### config.mk
export PLATFORM = sky130hd
export DESIGN_NAME = reg_file_wb
export DESIGN_NICKNAME = d
export VERILOG_FILES = /design/src/rtl/core_types_pkg.sv /design/src/rtl/wb_scoreboard.sv /design/src/rtl/reg_file_wb.sv
export SDC_FILE = /design/constraint.sdc
export NUM_CORES = 2
export LEC_CHECK = 0
export ABC_AREA = 1
export BUFFER_PORTS_ARGS = -buffer_cell sky130_fd_sc_hd__buf_2
export CAP_MARGIN = 20
export CORE_ASPECT_RATIO = 2
export CORE_MARGIN = 3
export CORE_UTILIZATION = 51
export CTS_BUF_LIST = sky130_fd_sc_hd__clkbuf_8
export CTS_CLUSTER_SIZE = 8
export DETAILED_ROUTE_END_ITERATION = 8
export PLACE_DENSITY_LB_ADDON = 0.08
export SYNTH_ARGS = -nofsm -noshare
export SYNTH_HDL_FRONTEND = slang
export SYNTH_SLANG_ARGS = --single-unit
export TNS_END_PERCENT = 20
### constraint.sdc
create_clock -name Clock -period 3 [get_ports Clock]
set_input_delay 0.75 -clock Clock [delete_from_list [all_inputs] [get_ports Clock]]
set_output_delay 0.75 -clock Clock [all_outputs]
set_load 0.005 [all_outputs]
### src/rtl/core_types_pkg.sv
// Shared core types: write-back bundle, register index, architectural register count.
package core_types_pkg;
  localparam int NREGS = 32;
  localparam int XLEN  = 32;

  typedef logic [4:0] reg_idx_t;

  typedef struct packed {
    logic [XLEN-1:0] Wdata;
    reg_idx_t        rd;
    logic            Wreg;
  } write_back_out_t;
endpackage

### src/rtl/wb_scoreboard.sv
// Pending-write scoreboard: per-register in-flight counters, RAW stall, sticky protocol error.
// RF_BYPASS_EN: a same-cycle commit of the last pending write releases the dependent read.
module wb_scoreboard
  import core_types_pkg::*;
#(
  parameter int PEND_W = 2
) (
  input  logic            Clock,
  input  logic            nReset,
  input  write_back_out_t wb_in,
  input  reg_idx_t        rs1,
  input  reg_idx_t        rs2,
  input  logic            rs1_used,
  input  logic            rs2_used,
  input  logic            issue_valid,
  input  reg_idx_t        issue_rd,
  input  logic            issue_wreg,
  output logic            stall,
  output logic            sb_err
);
  localparam logic [PEND_W-1:0] CMAX = '1;
  localparam logic [PEND_W-1:0] CONE = PEND_W'(1);

  logic [NREGS-1:0][PEND_W-1:0] cnt, cnt_nxt;
  logic err_nxt, set, clr, busy1, busy2, rd_full;

  assign clr = wb_in.Wreg & (wb_in.rd != '0);
  assign set = issue_valid & issue_wreg & (issue_rd != '0) & ~stall;

`ifdef RF_BYPASS_EN
  assign busy1 = rs1_used & (cnt[rs1] != '0) & ~(clr & (wb_in.rd == rs1) & (cnt[rs1] == CONE));
  assign busy2 = rs2_used & (cnt[rs2] != '0) & ~(clr & (wb_in.rd == rs2) & (cnt[rs2] == CONE));
`else
  assign busy1 = rs1_used & (cnt[rs1] != '0);
  assign busy2 = rs2_used & (cnt[rs2] != '0);
`endif

  assign rd_full = issue_valid & issue_wreg & (cnt[issue_rd] == CMAX);
  assign stall   = busy1 | busy2 | rd_full;

  // x0 is skipped so its counter stays 0 and it never reads busy.
  always_comb begin
    cnt_nxt = cnt;
    err_nxt = sb_err;
    for (int i = 1; i < NREGS; i++) begin
      if (set && issue_rd == reg_idx_t'(i) && !(clr && wb_in.rd == reg_idx_t'(i))) begin
        if (cnt[i] == CMAX) err_nxt = 1'b1;
        else                cnt_nxt[i] = cnt[i] + CONE;
      end else if (clr && wb_in.rd == reg_idx_t'(i) && !(set && issue_rd == reg_idx_t'(i))) begin
        if (cnt[i] == '0) err_nxt = 1'b1;
        else              cnt_nxt[i] = cnt[i] - CONE;
      end
    end
  end

  always_ff @(posedge Clock or negedge nReset) begin
    if (!nReset) begin
      cnt    <= '0;
      sb_err <= 1'b0;
    end else begin
      cnt    <= cnt_nxt;
      sb_err <= err_nxt;
    end
  end
endmodule

### src/rtl/reg_file_wb.sv
// Integer register file fed by write-back, two combinational read ports, hazard scoreboard.
// RF_BYPASS_EN: forward same-cycle write-back data onto the read ports.
module reg_file_wb
  import core_types_pkg::*;
#(
  parameter int PEND_W = 2
) (
  input  logic            Clock,
  input  logic            nReset,
  input  write_back_out_t wb_in,
  input  reg_idx_t        rs1,
  input  reg_idx_t        rs2,
  input  logic            rs1_used,
  input  logic            rs2_used,
  output logic [XLEN-1:0] rdata1,
  output logic [XLEN-1:0] rdata2,
  input  logic            issue_valid,
  input  reg_idx_t        issue_rd,
  input  logic            issue_wreg,
  output logic            stall,
  output logic            sb_err
);
  logic [NREGS-1:0][XLEN-1:0] regs;
  logic wr_en;

  assign wr_en = wb_in.Wreg & (wb_in.rd != '0);

  // regs[0] is never written, so x0 reads 0 without a special case.
  always_ff @(posedge Clock or negedge nReset) begin
    if (!nReset)    regs <= '0;
    else if (wr_en) regs[wb_in.rd] <= wb_in.Wdata;
  end

`ifdef RF_BYPASS_EN
  assign rdata1 = (wr_en && wb_in.rd == rs1) ? wb_in.Wdata : regs[rs1];
  assign rdata2 = (wr_en && wb_in.rd == rs2) ? wb_in.Wdata : regs[rs2];
`else
  assign rdata1 = regs[rs1];
  assign rdata2 = regs[rs2];
`endif

  wb_scoreboard #(.PEND_W(PEND_W)) u_sb (
    .Clock       (Clock),
    .nReset      (nReset),
    .wb_in       (wb_in),
    .rs1         (rs1),
    .rs2         (rs2),
    .rs1_used    (rs1_used),
    .rs2_used    (rs2_used),
    .issue_valid (issue_valid),
    .issue_rd    (issue_rd),
    .issue_wreg  (issue_wreg),
    .stall       (stall),
    .sb_err      (sb_err)
  );
endmodule

==> flow_summary.json <==
{
  "port_buffers": 124,
  "ir_drop_mv": 0.561,
  "crit_required_ns": 2.25,
  "ys_ff_latch": 1087,
  "io_pins": 125,
  "min_period_over_period": 1.10,
  "failed_checks": "setup timing",
  "routedWlPerCell_microns": 28.6,
  "place_ws_ns": -0.711,
  "gp_congestion": 0.956,
  "layout_commonest_cell": "o21ai_0",
  "ys.flop_type": "dfrtp_1",
  "drt_iter0_drc": 9201,
  "drtAntennaViolNets": 0,
  "syn-num-nets": 7538,
  "grt_util_all_layers": 0.436,
  "die_x_microns": 243,
  "clkLatencyLatePin_ns": 0.91,
  "die_h_microns": 481,
  "dr_wl_met2_microns": 120000,
  "cts_tree": "yes",
  "fp-row-count": 173,
  "dp_cells": 8984,
  "drive_gt1_frac": 0.179,
  "grt_first_pass_wirelength_microns": 385000,
  "drc_errors": 0,
  "via_per_inst": 6.67,
  "wl_met1_microns": 90800,
  "skew_ns": 0.0306,
  "layout_common_cells": "o21ai_0, nand2_1, dfrtp_1, nor2_1, buf_4",
  "hold_viol_final": 0,
  "cp.arrival_ns": 2.56,
  "timing.slew.headroom": 0.260,
  "synth_cell_types": 36,
  "setup_viol": 65,
  "critPathCaptureType": "output port",
  "cp-start-kind": "input pin",
  "grt_pass1_vias": 60700,
  "tns_ns": -12.33,
  "path_clk_slew_ns": 0.07,
  "antenna_found_initial": 13,
  "synth_area_sq_um": 57500,
  "timing.fmax_mhz": 303,
  "place_area_sq_um": 64400,
  "wl_microns": 268000,
  "detailed_place_hpwl_microns": 161000,
  "nets": 7866,
  "slew_violations": 0,
  "ctsRootBufferMaster": "clkbuf_8",
  "status": "finished, violations left",
  "drtPass1Iterations": 7,
  "final_area_sq_um": 71200,
  "tightestPinTransition_ns": 1.11,
  "path_class": "input pin to output port",
  "placeableCoreArea_sq_um": 111000,
  "die_area_sq_um": 117000,
  "finalNonFillerCells": 9381,
  "numCtsBuffers": 166,
  "grt_max_degree": 94,
  "async_flop_share": 1.00,
  "areaGrowthSynthToFinish_pct": 23.7,
  "synthCells": 7479,
  "start_util": 0.516,
  "synth-edff-count": 0,
  "critPathMaxFanout": 15,
  "p_per_area_nw_per_um2": 599,
  "htreeDepth": 4,
  "ys_warn_count": 0,
  "ys_seq_area_frac": 0.473,
  "p_leak_nw": 31.7,
  "maxCapViolations": 0,
  "grt_overflow": 0,
  "cts_sinks": 1087,
  "cts.path.max_buffers": 3,
  "rsz0062_at_grt": "true",
  "final_util": 0.638,
  "syn_area_per_cell_sq_um": 7.69,
  "setup_ws_ns": -0.306,
  "min_path_type": "input pin to flop",
  "final.min_clock_period_ns": 3.31,
  "top_layer": "met5",
  "met3WireLength_microns": 31900,
  "vias": 62600
}
## where the power goes
group	internal, mW	switching (mW)
Clock	5.62	6.13
Sequential	17.6	2.41
Combinational	4.45	6.43
Total	27.7	15.0
## stage by stage
stage	hold WS (ns)	power [mW]
3_3_place_gp	0.378	29.3
2_1_floorplan	0.440	24.9
5_1_grt	0.152	44.5
4_1_cts	0.118	41.7
6_report	0.168	42.6
3_5_place_dp	0.382	29.6
## registers in the layout, summed over array words and instances, names as in the netlist
name	flops
regs	1024
u_sb.cnt	62
u_sb.sb_err	1
## final cells by class
cell class | instances | area (sq um)
fillers | 9763 | 40300
multi-input cells | 5257 | 27300
flip-flops and latches | 1087 | 27200
repair buffers | 901 | 10300
clock buffers | 188 | 2590
well taps | 1487 | 1860
inverters | 394 | 1620
clock inverters | 62 | 279
diodes | 5 | 12.5
## routing by layer
| metal | vias to the layer above | global-route usage |
|---|---|---|
| met5 | - | 0 |
| met4 | 10 | 0.341 |
| met3 | 1542 | 0.102 |
| met2 | 4842 | 0.685 |
| met1 | 29700 | 0.516 |
| li1 | 26500 | - |
## Yosys cell counts (10+ instances only)
master    count  area share
nand2_1    1377       0.090
inv_1       373       0.024
or2_2        34      0.0037
o21ai_0    1571        0.14
nor2_1      641       0.042
o221ai_1    238       0.036
dfrtp_1    1087        0.47
buf_2        22      0.0019
nand3_1     494       0.043
o211ai_1     95       0.012
o22ai_1     239       0.026
o311ai_0    125       0.019
clkbuf_1    666       0.043
nand3_2      10      0.0017
a21oi_1     204       0.018
nor3_1      162       0.014
xnor2_1      18      0.0027
inv_2        15     0.00098
xor2_1       13      0.0020
buf_1        43      0.0028
## path summary, 6_finish.rpt
| path | cells after the start | slack, ns | start | endpoint |
|---|---|---|---|---|
| setup / recovery | 12 | -0.31 | rs1[0] | rdata1[31] |
| hold / removal | 3 | 0.17 | wb_in[37] | regs[255] |
| setup reg to reg | 23 | 0.25 | u_sb.cnt[8] | u_sb.sb_err |
| hold reg to reg | 0 | 0.39 | regs[5] | regs[5] |
| max in group asynchronous | 3 | 1.43 | nReset | regs[996] |
| min in group asynchronous | 2 | 0.37 | nReset | u_sb.cnt[52] |
## logic make-up (layout without fill, tap and decap cells)
family                 Yosys count  after routing  synth area share
AND/OR/NAND/NOR               2733           2734             0.196
AO/OA/AOI/OAI                 2492           2492             0.251
buffers and inverters         1136           1545            0.0757
flip-flops                    1087           1087             0.473
XOR/XNOR                        31             31           0.00472
other                            0              5                 0
## timing repair
item,in CTS,in global routing
hold endpoints to repair,22,0
gates resized for setup,296,270
pin swaps,56,94
cloned,12,27
setup endpoints to repair,65,65
hold buffers,1,0
buffers inserted,34,75
## critical path: stages
cell and delay, ns:
buf_16 0.14, clkinv_16 0.10, nand2_8 0.18, buf_12 0.21
buf_6 0.19, o22ai_1 0.09, a21oi_1 0.11, o211ai_1 0.12
o311ai_1 0.12, o211ai_1 0.19, nand2_1 0.17, buf_2 0.14
Power figures use the tool's default switching activity.
